`config.mk`:
```
export PLATFORM = sky130hd
export DESIGN_NAME = decode_stage
export DESIGN_NICKNAME = d
export VERILOG_FILES = /design/src/rtl/decode_stage_pkg.sv /design/src/rtl/rv_decode_comb.sv /design/src/rtl/decode_stage.sv
export SDC_FILE = /design/constraint.sdc
export NUM_CORES = 1
export LEC_CHECK = 0
export CORE_MARGIN = 1
export CORE_UTILIZATION = 35
export DETAILED_ROUTE_END_ITERATION = 12
export HOLD_SLACK_MARGIN = 0.06
export PLACE_DENSITY = 0.61
export SYNTH_ARGS = -nofsm -noshare
export SYNTH_HDL_FRONTEND = slang
export SYNTH_SLANG_ARGS = --single-unit
```
`constraint.sdc`:
```
create_clock -name clk -period 5.98 [get_ports clk]
set_input_delay 0.598 -clock clk [delete_from_list [all_inputs] [get_ports clk]]
set_output_delay 0.598 -clock clk [all_outputs]
set_load 0.005 [all_outputs]
```
`src/rtl/decode_stage_pkg.sv`:
```
// Shared decode definitions: RV base opcodes, one-hot class bit positions,
// the M-extension func7 tag and the packed payload of decoded fields.
package decode_stage_pkg;

   // Base opcodes, instr[6:0]
   localparam logic [6:0] I_TYPE     = 7'b0010011;
   localparam logic [6:0] L_TYPE     = 7'b0000011;
   localparam logic [6:0] S_TYPE     = 7'b0100011;
   localparam logic [6:0] R_TYPE     = 7'b0110011;
   localparam logic [6:0] JAL_TYPE   = 7'b1101111;
   localparam logic [6:0] JALR_TYPE  = 7'b1100111;
   localparam logic [6:0] LUI_TYPE   = 7'b0110111;
   localparam logic [6:0] AUIPC_TYPE = 7'b0010111;
   localparam logic [6:0] B_TYPE     = 7'b1100011;

   // Bit positions inside the one-hot class vector
   localparam int unsigned CLS_I     = 0;
   localparam int unsigned CLS_L     = 1;
   localparam int unsigned CLS_S     = 2;
   localparam int unsigned CLS_R     = 3;
   localparam int unsigned CLS_JAL   = 4;
   localparam int unsigned CLS_JALR  = 5;
   localparam int unsigned CLS_LUI   = 6;
   localparam int unsigned CLS_AUIPC = 7;
   localparam int unsigned CLS_B     = 8;
   localparam int unsigned CLS_W     = 9;

   localparam logic [6:0] FUNC7_MULDIV = 7'b0000001;

   // XLEN-independent part of a decoded instruction
   typedef struct packed {
      logic [2:0]       func3;
      logic             func7;
      logic [4:0]       rs1;
      logic [4:0]       rs2;
      logic [4:0]       rd;
      logic [CLS_W-1:0] cls;
      logic             mul;
      logic             illegal;
   } dec_fields_t;

endpackage

```
`src/rtl/rv_decode_comb.sv`:
```
// Purely combinational RV32I/RV64I field decoder.
//   instr  : 32-bit instruction word
//   fields : func3/func7/rs1/rs2/rd/class/mul/illegal
//   imme   : sign-extended immediate at XLEN, 0 for R-type and illegal
module rv_decode_comb
   import decode_stage_pkg::*;
#(
   parameter int unsigned XLEN   = 32,
   parameter bit          RVM_EN = 1'b1
) (
   input  logic [31:0]     instr,
   output dec_fields_t     fields,
   output logic [XLEN-1:0] imme
);

   logic [31:0] imm32;
   logic        use_rs1;
   logic        use_rs2;

   // Class, operand-use and 32-bit immediate selection
   always_comb begin
      fields       = '0;
      imm32        = '0;
      use_rs1      = 1'b0;
      use_rs2      = 1'b0;
      fields.func3 = instr[14:12];
      fields.func7 = instr[30];
      fields.rd    = instr[11:7];
      if (instr[1:0] != 2'b11) begin
         fields.illegal = 1'b1;
      end else begin
         case (instr[6:0])
            I_TYPE: begin
               fields.cls[CLS_I] = 1'b1;
               use_rs1 = 1'b1;
               imm32   = {{20{instr[31]}}, instr[31:20]};
            end
            L_TYPE: begin
               fields.cls[CLS_L] = 1'b1;
               use_rs1 = 1'b1;
               imm32   = {{20{instr[31]}}, instr[31:20]};
            end
            S_TYPE: begin
               fields.cls[CLS_S] = 1'b1;
               use_rs1 = 1'b1;
               use_rs2 = 1'b1;
               imm32   = {{20{instr[31]}}, instr[31:25], instr[11:7]};
            end
            R_TYPE: begin
               fields.cls[CLS_R] = 1'b1;
               use_rs1    = 1'b1;
               use_rs2    = 1'b1;
               fields.mul = RVM_EN && (instr[31:25] == FUNC7_MULDIV);
            end
            JAL_TYPE: begin
               fields.cls[CLS_JAL] = 1'b1;
               imm32 = {{11{instr[31]}}, instr[31], instr[19:12], instr[20],
                        instr[30:21], 1'b0};
            end
            JALR_TYPE: begin
               fields.cls[CLS_JALR] = 1'b1;
               use_rs1 = 1'b1;
               imm32   = {{20{instr[31]}}, instr[31:20]};
            end
            LUI_TYPE: begin
               fields.cls[CLS_LUI] = 1'b1;
               imm32 = {instr[31:12], 12'b0};
            end
            AUIPC_TYPE: begin
               fields.cls[CLS_AUIPC] = 1'b1;
               imm32 = {instr[31:12], 12'b0};
            end
            B_TYPE: begin
               fields.cls[CLS_B] = 1'b1;
               use_rs1 = 1'b1;
               use_rs2 = 1'b1;
               imm32   = {{19{instr[31]}}, instr[31], instr[7], instr[30:25],
                          instr[11:8], 1'b0};
            end
            default: fields.illegal = 1'b1;
         endcase
      end
      fields.rs1 = use_rs1 ? instr[19:15] : 5'd0;
      fields.rs2 = use_rs2 ? instr[24:20] : 5'd0;
   end

   // Signed cast widens with instr[31] replicated up to XLEN
   assign imme = XLEN'($signed(imm32));

endmodule

```
`src/rtl/decode_stage.sv`:
```
// Registered decode stage: instruction queue, head decoder, output register.
//   clk, rst_n            : clock, asynchronous active-low reset
//   if_valid/if_ready     : fetch handshake, with if_instr and if_pc
//   flush                 : synchronous kill of queue and output register
//   id_valid/id_ready     : execute handshake
//   id_pc .. id_illegal   : registered decode results
//   q_count               : queue occupancy
module decode_stage
   import decode_stage_pkg::*;
#(
   parameter int unsigned XLEN   = 32,
   parameter int unsigned QDEPTH = 2,
   parameter bit          RVM_EN = 1'b1,
   localparam int unsigned CW    = $clog2(QDEPTH + 1)
) (
   input  logic             clk,
   input  logic             rst_n,
   input  logic             if_valid,
   output logic             if_ready,
   input  logic [31:0]      if_instr,
   input  logic [XLEN-1:0]  if_pc,
   input  logic             flush,
   output logic             id_valid,
   input  logic             id_ready,
   output logic [XLEN-1:0]  id_pc,
   output logic [2:0]       id_func3,
   output logic             id_func7,
   output logic [4:0]       id_rs1,
   output logic [4:0]       id_rs2,
   output logic [4:0]       id_rd,
   output logic [XLEN-1:0]  id_imme,
   output logic [CLS_W-1:0] id_class,
   output logic             id_mul,
   output logic             id_illegal,
   output logic [CW-1:0]    q_count
);

   localparam int unsigned PW = (QDEPTH > 1) ? $clog2(QDEPTH) : 1;

   logic [XLEN-1:0] pc_mem    [QDEPTH];
   logic [31:0]     instr_mem [QDEPTH];
   logic [PW-1:0]   wptr;
   logic [PW-1:0]   rptr;
   logic [CW-1:0]   count;
   logic            push;
   logic            load;
   dec_fields_t     dec_c;
   logic [XLEN-1:0] imme_c;
   dec_fields_t     dec_q;

   // Circular pointer advance for non-power-of-two depths
   function automatic logic [PW-1:0] ptr_inc(input logic [PW-1:0] p);
      return (p == PW'(QDEPTH - 1)) ? '0 : p + PW'(1);
   endfunction

   // Acceptance uses registered count only
   assign if_ready = (count < CW'(QDEPTH));
   assign push     = if_valid && if_ready;
   assign load     = (count != '0) && (!id_valid || id_ready);
   assign q_count  = count;

   rv_decode_comb #(
      .XLEN   (XLEN),
      .RVM_EN (RVM_EN)
   ) u_dec (
      .instr  (instr_mem[rptr]),
      .fields (dec_c),
      .imme   (imme_c)
   );

   // Queue storage; flush discards a same-cycle push through wptr/count
   always_ff @(posedge clk) begin
      if (push && !flush) begin
         pc_mem[wptr]    <= if_pc;
         instr_mem[wptr] <= if_instr;
      end
   end

   // Pointers, occupancy and output register
   always_ff @(posedge clk or negedge rst_n) begin
      if (!rst_n) begin
         wptr     <= '0;
         rptr     <= '0;
         count    <= '0;
         id_valid <= 1'b0;
         id_pc    <= '0;
         id_imme  <= '0;
         dec_q    <= '0;
      end else if (flush) begin
         wptr     <= '0;
         rptr     <= '0;
         count    <= '0;
         id_valid <= 1'b0;
         id_pc    <= '0;
         id_imme  <= '0;
         dec_q    <= '0;
      end else begin
         if (push) begin
            wptr <= ptr_inc(wptr);
         end
         if (load) begin
            rptr     <= ptr_inc(rptr);
            id_valid <= 1'b1;
            id_pc    <= pc_mem[rptr];
            id_imme  <= imme_c;
            dec_q    <= dec_c;
         end else if (id_ready) begin
            id_valid <= 1'b0;
         end
         case ({push, load})
            2'b10:   count <= count + CW'(1);
            2'b01:   count <= count - CW'(1);
            default: count <= count;
         endcase
      end
   end

   assign id_func3   = dec_q.func3;
   assign id_func7   = dec_q.func7;
   assign id_rs1     = dec_q.rs1;
   assign id_rs2     = dec_q.rs2;
   assign id_rd      = dec_q.rd;
   assign id_class   = dec_q.cls;
   assign id_mul     = dec_q.mul;
   assign id_illegal = dec_q.illegal;

endmodule
```
Word level (Yosys, flattened, before mapping). Memory sizes are Yosys's and may differ from the RTL's. Cells that the tools add are included.

Memories: 2. Bits in writable memories: 128. Output and inout port bits: 98. Bits of input ports: 69. Register bits after elaboration: 99.

Memory list: instr_mem (depth 2, bits a word 32, read ports 1, clocked after memory_dff 0, wr ports 1, RTL line decode_stage.sv:41) `logic [31:0] instr_mem [QDEPTH];`; pc_mem (depth 2, bits a word 32, read ports 1, clocked after memory_dff 0, wr ports 1, RTL line decode_stage.sv:40) `logic [XLEN-1:0] pc_mem [QDEPTH];`.

Add/subtract/negate cells: 4. Reduce and logical (&&, ||, !) cells: 16. Eq/ne operators: 13. Muxes and demuxes: 40. $lt $le $gt $ge: 1.

Operator list (count): two-way mux 32 bit (5); one-hot mux 32 bit (5 select lines) (1); two-way mux 30 bit (2); two-way mux 1 bit (27); == test 7 x 6 -> 1 bit, second input constant (3); == test 7 bit, second input constant (3); == test 7 x 5 -> 1 bit, second input constant (2); two-way mux 10 bit (1); two-way mux 5 bit (2); OR reduction 9 bit (1); == test 7 x 1 -> 1 bit, second input constant (1); == test 7 x 2 -> 1 bit, second input constant (1); nonzero test 2 bit (3); nonzero test 3 bit (2); OR reduction 3 bit (2); OR reduction 6 bit (1); one-hot mux 2 bit (2 select lines) (1); logical AND 1 bit (3); adder 1 bit, second input constant (2); adder 2 x 1 -> 2 bit, second input constant (1); == test 2 x 1 -> 1 bit, second input constant (1); == test 2 bit, second input constant (1); logical NOT 1 bit (2); less-than comparator 2 bit, second input constant (1); other kinds (5) (5).

Longest topological paths before layout. Gate-level depths: netlist of the first run. An unclocked memory read counts as a cell.

Depth after elaboration: 8. Mapped depth: 9.

By module. From an unflattened synthesis of the first run, not the netlist that was laid out.

Cell total of the unflattened synthesis: 546. Area total of the unflattened synthesis: 9041.2 sq um.

By module, submodules not included: decode_stage (cells an instance 438, sequential area each 6321.1 sq um, times used 1, area each 8286.7 sq um); rv_decode_comb (cells an instance 108, sequential area each 0.0 sq um, times used 1, area each 754.5 sq um).

Least setup slack after synthesis of the first run. No wires, ideal clock.

Path type: input to register. Start point: input port flush. End point: memory instr_mem[1][0] (enable). Path slack: -274 ps. Setup time: 578 ps. Arrival time: 5676 ps. Data required time: 5402 ps. Stages: 3. Path through: clkbuf_1 > clkbuf_1 > nor3b_1.

Word-level cells in the longest chain between the ends: 4.

RTL lines: start, declared (RTL line decode_stage.sv:22) `input logic flush,`; logical NOT 1 bit (RTL line decode_stage.sv:73) `if (push && !flush) begin`; logical AND 1 bit (RTL line decode_stage.sv:73); two-way mux 1 bit (RTL line decode_stage.sv:73); two-way mux 1 bit (not written as such) (RTL line decode_stage.sv:75) `instr_mem[wptr] <= if_instr;`; end, declared (RTL line decode_stage.sv:41).

No other way between the ends.

Worst setup path after layout of the first run.
Start point: register rptr. End point: register id_imme[24].

Word-level cells in the longest chain between the ends: 7.

RTL lines: start, declared (RTL line decode_stage.sv:43) `logic [PW-1:0] rptr;`; start signal, assigned (RTL line decode_stage.sv:102) `rptr <= ptr_inc(rptr);`; memory (2 x 32 bit) (*); == test 7 x 5 -> 1 bit (tied with other cells) (RTL line rv_decode_comb.sv:32) `case (instr[6:0])`; OR reduction 3 bit (no source line) or OR reduction 2 bit (tied branches); one-hot mux 32 bit (5 select lines) (RTL line rv_decode_comb.sv:32); two-way mux 32 bit (*) (RTL line rv_decode_comb.sv:29) `if (instr[1:0] != 2'b11) begin`; two-way mux 32 bit (*) (RTL line decode_stage.sv:101) `if (load) begin`; two-way mux 32 bit (*) (RTL line decode_stage.sv:89) `end else if (flush) begin`; end signal, assigned (RTL line decode_stage.sv:105) `id_imme <= imme_c;`; end, declared (RTL line decode_stage.sv:31) `output logic [XLEN-1:0] id_imme,`.

Every way passes the cells marked *; elsewhere a longest branch is shown, timed or not. The select of a mux whose other input is x is not followed. A chain may end at the register's enable or synchronous reset.

==> results.ini, run 1 <==
[run_status]
status=completed

[placed_design]
io_buffers=166
place.detailed.instances=1068
gp_congestion=0.799
dp_hpwl_um=13500

[logic_synthesis]
syn_inst=603
synth_top_family_by_area=compound AO/OA/AOI/OAI gates
netlist_top_cells_count=edfxtp_1, dfrtp_1, mux2i_1
synth_area_leaders=edfxtp_1, dfrtp_1, mux2i_1, a211oi_1, nor2_1
synth_flop_cell=edfxtp_1
synth_compound_area_share_pct=11.2
synth-xor-area-share_pct=0.399
yosysSeqAreaShare_pct=71.9
ys_ff_latch=227
synth-simple-area-share_pct=7.16
async_flop_share_pct=43.6
yosys.area.top_type=edfxtp_1
syn-num-nets=672
yosys-mux-area-fraction_pct=7.18
syn_avg_cell_area_um2=14.6
synth_top_cell_area_share_pct=43.7
synth_edf_count=128
yosysMostFrequentCell=edfxtp_1
yosys_warnings=0
synthAdderAreaFrac_pct=0
synth_area_um2=8790
ys_types=51

[global_routing]
grt_pass1_wl_um=32200
track_usage_pct=16.3
antenna_found_initial=1
overflow=0
grt_max_degree=84
grt_pass1_vias=5407

[pwr]
power_density_nw_per_um2=377
internal_power_mw=3.12
clkPwrFrac_pct=32.9
switchingPower_mw=1.24
irDropWorstVdd_uv=280
p_sw_share_pct=28.3
p_leak_nw=4.26
p_seq_share_pct=44.3
pwr-share-comb_pct=22.8

[floorplanning]
io_pins=167
die_h_um=160
die_area_um2=25700
die_w_um=160
core_area_um2=24500
std_cell_rows=57
initial_utilization_pct=35.9

[routing]
ant_nets=0
wl_per_cell_um=18.7
drt-vias-per-instance=4.97
wirelength_um=20900
drc=0
firstDrtPassIters=5
dr_total_vias=5549
drt_iter0_markers=334

[setup_path]
critPathMaxStageDelay_ns=0.81
worstPathRequired_ns=6.39
cp_max_fo=52
cp-end-kind=flip-flop
crit_arrival_ns=3.35
critical_path_class=reg2reg
path_cells=buf_4 -> mux2_2 -> inv_1 -> a211o_1 -> o211ai_1 -> a22o_1
crit_path_start_kind=flip-flop
slowest_stage=buf_4

[timing]
tightest_slew_ns=1.19
setup_viol=0
rsz0062_at_grt=no
worst_clock_skew_ns=0.00867
fin_crit_sh_pct=49.2
hold_viol=0
slew_headroom_pct=20.7
fin_crit_ns=2.94
report.final.slew_viol_count=0
fin_setup_tns_ns=0
max_freq_ghz=0.340

[clock_tree]
clk_path_buf_depth=3
clock_latency_ns=0.52
tritoncts=done
cts_root_buf=clkbuf_16
cts_made_buffers=25
cts-resized-gates=0
cts_setup_buffers=0
hold_buffers=0
h-tree-depth=1
clk_pin_slew_ns=0.06
clock-sinks=227

[cells_and_area]
drive_above_1_share_pct=9.11
area_delta_synth_final_pct=31.7
final_nets=840
multi_input_area_um2=2310
seq_area_um2=6320
fin_cells=1116
fillCellCount=2159

[worst_hold_path]
hold_class=in2async

[job]
timing.max_cap.violations=0

[path summary, 6_finish.rpt]
kind                        startpoint     endpoint  slack (ns)  cells past startpoint
setup reg to reg                  rptr  id_imme[24]        3.04                      6
max in group asynchronous        rst_n    id_pc[12]        4.74                      2
hold / removal                   rst_n  id_class[5]        0.10                      1
hold reg to reg            id_class[5]  id_class[5]        0.48                      2
min in group clk           id_class[5]  id_class[5]        0.48                      2
setup / recovery                  rptr  id_imme[24]        3.04                      6
[final cells by class]
type	count	area share [%]
flip-flops and latches	227	54.7
diodes	2	0.0433
multi-input cells	335	20.0
inverters	7	0.227
well taps	324	3.50
clock inverters	7	0.465
clock buffers	39	6.21
repair buffers	175	14.9
[power groups by stage]
| stage | clock network, mW | registers [mW] | logic (mW) |
|---|---|---|---|
| floorplan | 0 | 1.92 | 0.587 |
| global placement | 0 | 1.96 | 0.997 |
| detailed placement | 0 | 1.96 | 1.00 |
| CTS | 1.48 | 1.93 | 1.01 |
| global route | 1.54 | 1.95 | 1.09 |
| finish | 1.43 | 1.93 | 0.994 |
[registers in the layout, indices dropped and copies added (netlist names)]
register	count
instr_mem	64
pc_mem	64
id_imme	32
id_pc	32
id_class	9
id_rd	5
id_rs1	5
id_rs2	5
id_func3	3
q_count	2
id_func7	1
id_illegal	1
id_mul	1
id_valid	1
rptr	1
wptr	1
[critical path: cells and delay by family (launching register included)]
kind | cells | cell delay [ns]
DFF | 1 | 0.61
buffers and inverters | 2 | 0.97
muxes | 1 | 0.44
AOI/OAI and AO/OA | 3 | 0.77
[metrics by stage]
step | util [%] | power (mW) | cell area (um2) | hold slack, ns | worst slack [ns]
2_1_floorplan | - | 2.51 | 8790 | 0.302 | 0.0347
3_3_place_gp | 44.1 | 2.96 | 10800 | 0.466 | 3.12
3_5_place_dp | 44.1 | 2.96 | 10800 | 0.469 | 3.06
4_1_cts | 47.3 | 4.42 | 11600 | 0.133 | 3.05
5_1_grt | 47.3 | 4.58 | 11600 | 0.146 | 2.87
6_report | 47.3 | 4.36 | 11600 | 0.101 | 3.04
[routing by layer]
metal,vias up,global-route usage (%),routed length [um]
met5,-,0,0
met4,0,3.85,380
met3,32,5.35,1630
met2,173,24.8,9380
met1,2729,22.5,9510
li1,2615,-,-
[placed cells by master (no fill, tap or decap), types with 7 or more instances in the layout]
cell,netlist,final
clkdlybuf4s50_1,0,164
edfxtp_1,128,128
dfrtp_1,99,98
mux2i_1,54,54
nor2_1,53,51
nand2_1,43,43
a211oi_1,41,41
o21ai_0,29,29
clkbuf_16,0,25
o211ai_1,16,16
a22o_1,14,14
clkbuf_1,21,10
buf_4,3,10
nor3_1,10,9
mux2_2,8,8
inv_1,7,7
[cells by family (layout without fill, tap and decap cells)]
group / Yosys count / count (layout)
flip-flops: 227 / 227
AND/OR/NAND/NOR: 136 / 136
AO/OA/AOI/OAI: 133 / 133
multiplexers: 62 / 62
buffers and inverters: 41 / 228
XOR/XNOR: 4 / 4
other: 0 / 2
Power figures use the tool's default switching activity.
==> run 2, diff against run 1 <==
--- a/config.mk
+++ b/config.mk
@@ -9,7 +9,7 @@
 export CORE_UTILIZATION = 35
 export DETAILED_ROUTE_END_ITERATION = 12
 export HOLD_SLACK_MARGIN = 0.06
-export PLACE_DENSITY = 0.61
+export PLACE_DENSITY = 0.58
 export SYNTH_ARGS = -nofsm -noshare
 export SYNTH_HDL_FRONTEND = slang
 export SYNTH_SLANG_ARGS = --single-unit
==> constraint.sdc (replaced) <==
create_clock -name clk -period 2.8 [get_ports clk]
set_input_delay 0.28 -clock clk [delete_from_list [all_inputs] [get_ports clk]]
set_output_delay 0.28 -clock clk [all_outputs]
set_load 0.005 [all_outputs]
==> run 2 against run 1 <==
Combinational power increased by 120%. First-iteration DRC count decreased by 12%. Total power increased by 110%. Register-to-register slack got worse by 2.8 ns. Global-route usage increased by 0.32 points. Cell area increased by 0.80%. Via count increased by 0.65%. Fmax increased by 16%. Sequential power increased by 110%. Critical path type unchanged. Critical endpoint is now id_imme[29]. Largest power group unchanged. Highest routed layer unchanged.
==> results.ini, run 2 (synthesis results as in run 1) <==
[placed_design]
gp_congestion=0.859  ; was 0.799
place.detailed.instances=1076  ; was 1068
dp_hpwl_um=14100  ; was 13500 um
io_buffers=166  ; unchanged
postPlaceCellArea_um2=10900  ; was 10800 um2

[setup_path]
critical_path_class=reg2reg  ; unchanged
crit_arrival_ns=2.99  ; was 3.35 ns
startpoint=rptr  ; unchanged
path_cells=mux2i_1 -> or4b_4 -> a211o_1 -> a31oi_2 -> a22o_1  ; was buf_4 -> mux2_2 -> inv_1 -> a211o_1 -> o211ai_1 -> a22o_1
cp-end-kind=flip-flop  ; unchanged
rr_startpoint=rptr  ; unchanged
worstPathRequired_ns=3.24  ; was 6.39 ns
critPathMaxStageDelay_ns=0.59  ; was 0.81 ns
crit_path_start_kind=flip-flop  ; unchanged
cp_max_fo=23  ; was 52
slowest_stage=dfrtp_4  ; was buf_4

[clock_tree]
clk_pin_slew_ns=0.06  ; about the same
clock_latency_ns=0.51  ; was 0.52 ns
h-tree-depth=1  ; unchanged
hold_buffers=1  ; was 0
cts_made_buffers=25  ; unchanged
cts_root_buf=clkbuf_16  ; unchanged
cts-resized-gates=0  ; unchanged
clk_path_buf_depth=3  ; unchanged
clock-sinks=227  ; unchanged
cts_setup_buffers=0  ; unchanged
tritoncts=done  ; unchanged

[floorplanning]
std_cell_rows=57  ; unchanged
initial_utilization_pct=35.9  ; unchanged
die_h_um=160  ; unchanged
core_area_um2=24500  ; unchanged
die_area_um2=25700  ; unchanged
io_pins=167  ; unchanged
die_w_um=160  ; unchanged

[timing]
report.final.slew_viol_count=0  ; unchanged
rsz0062_at_grt=no  ; unchanged
hold_viol=0  ; unchanged
fin_crit_ns=2.54  ; was 2.94 ns
worst_clock_skew_ns=0.00820  ; was 0.00867 ns
setup_viol=0  ; unchanged
max_freq_ghz=0.393  ; was 0.340 GHz
fin_crit_sh_pct=90.8  ; was 49.2%
hold_ws_ns=0.326  ; was 0.101 ns
slew_headroom_pct=50.3  ; was 20.7%
tightest_slew_ns=0.746  ; was 1.19 ns

[cells_and_area]
fin_area_um2=11700  ; was 11600 um2
area_delta_synth_final_pct=32.7  ; was 31.7%
most-common-layout-cells=clkdlybuf4s50_1, edfxtp_1, dfrtp_1  ; unchanged
multi_input_area_um2=2320  ; was 2310 um2
top_regs=instr_mem: 64 flops, pc_mem: 64 flops  ; unchanged
drive_above_1_share_pct=9.14  ; was 9.11%
fillCellCount=2164  ; was 2159
final_nets=849  ; was 840
fin_cells=1125  ; was 1116
mostFrequentLayoutCell=clkdlybuf4s50_1  ; unchanged
seq_area_um2=6320  ; unchanged

[routing]
wl_per_cell_um=18.6  ; was 18.7 um
drt_iter0_markers=294  ; was 334
drc=0  ; unchanged
drt-vias-per-instance=4.96  ; was 4.97
wirelength_um=20900  ; about the same
dr_total_vias=5585  ; was 5549
firstDrtPassIters=4  ; was 5
ant_nets=0  ; unchanged

[global_routing]
overflow=0  ; unchanged
grt_pass1_wl_um=33200  ; was 32200 um
antenna_found_initial=2  ; was 1
grt_max_degree=84  ; unchanged
track_usage_pct=16.6  ; was 16.3%
grt_pass1_vias=5791  ; was 5407

[worst_hold_path]
hold_class=in2reg  ; was in2async
min_from=flush

[run_status]
status=completed  ; unchanged

[pwr]
irDropWorstVdd_uv=430  ; was 280 uV
power_density_nw_per_um2=796  ; was 377 nW/um2
power_mw=9.28  ; was 4.36 mW
p_leak_nw=4.29  ; was 4.26 nW

[job]
timing.max_cap.violations=0  ; unchanged

-- run 2: cell types whose count changed in the layout (fill, tap and decap cells not counted) --
| cell | before | now |
|---|---|---|
| buf_12 | 0 | 4 |
| buf_4 | 10 | 14 |
| bufinv_16 | 0 | 1 |
| clkbuf_1 | 10 | 14 |
| clkbuf_8 | 4 | 0 |
| clkinv_1 | 0 | 3 |
| clkinv_2 | 5 | 2 |
| clkinv_4 | 1 | 0 |
| dlygate4sd3_1 | 0 | 1 |
| inv_16 | 1 | 0 |
| inv_6 | 0 | 1 |
| nor3_2 | 1 | 0 |
| nor3_4 | 0 | 1 |
-- run 2: cell type report --
cell class / instances / area share, %
inverters: 7 / 0.225
clock inverters: 7 / 0.515
diodes: 2 / 0.0429
clock buffers: 39 / 5.81
repair buffers: 184 / 15.8
well taps: 324 / 3.48
multi-input cells: 335 / 19.9
flip-flops and latches: 227 / 54.2
-- run 2: final timing paths --
check                               to  slack [ns]  cells after the start
setup / recovery           id_imme[29]        0.26                      5
hold / removal               id_rs1[2]        0.33                      5
setup reg to reg           id_imme[29]        0.26                      5
hold reg to reg            id_class[3]        0.48                      1
max in group asynchronous     id_pc[0]        1.72                      3
min in group asynchronous  id_class[3]        0.34                      2
-- run 2: where the power goes --
| group | leakage, nW | switching, mW | internal, mW |
|---|---|---|---|
| Clock | 0.356 | 1.23 | 1.75 |
| Sequential | 2.53 | 0.228 | 3.87 |
| Combinational | 1.41 | 1.13 | 1.07 |
| Total | 4.29 | 2.58 | 6.70 |
-- run 2: per-stage QoR --
step / worst slack, ns / TNS [ns] / util [%]
after detailed placement: 0.275 / 0 / 44.6
after global routing: 0.116 / 0 / 47.7
after floorplan: -0.869 / -110.68 / -
final: 0.257 / 0 / 47.7
after CTS: 0.263 / 0 / 47.7
after global placement: 0.348 / 0 / 44.6
-- run 2: critical path: cells and delay by family (launching register included) --
family          cells  cell delay, ns
compound gates      3            1.13
flops               1            0.59
mux                 1            0.17
simple gates        1            0.58
-- run 2: layer usage --
metal | wire length (um) | GRT usage [%] | part of all wire [%] | vias to the layer above
met5 | 0 | 0 | 0 | -
met1 | 9180 | 22.1 | 44 | 2732
met2 | 9760 | 26.6 | 47 | 174
met3 | 1500 | 4.60 | 7.2 | 34
li1 | - | - | - | 2645
met4 | 447 | 4.33 | 2.1 | 0
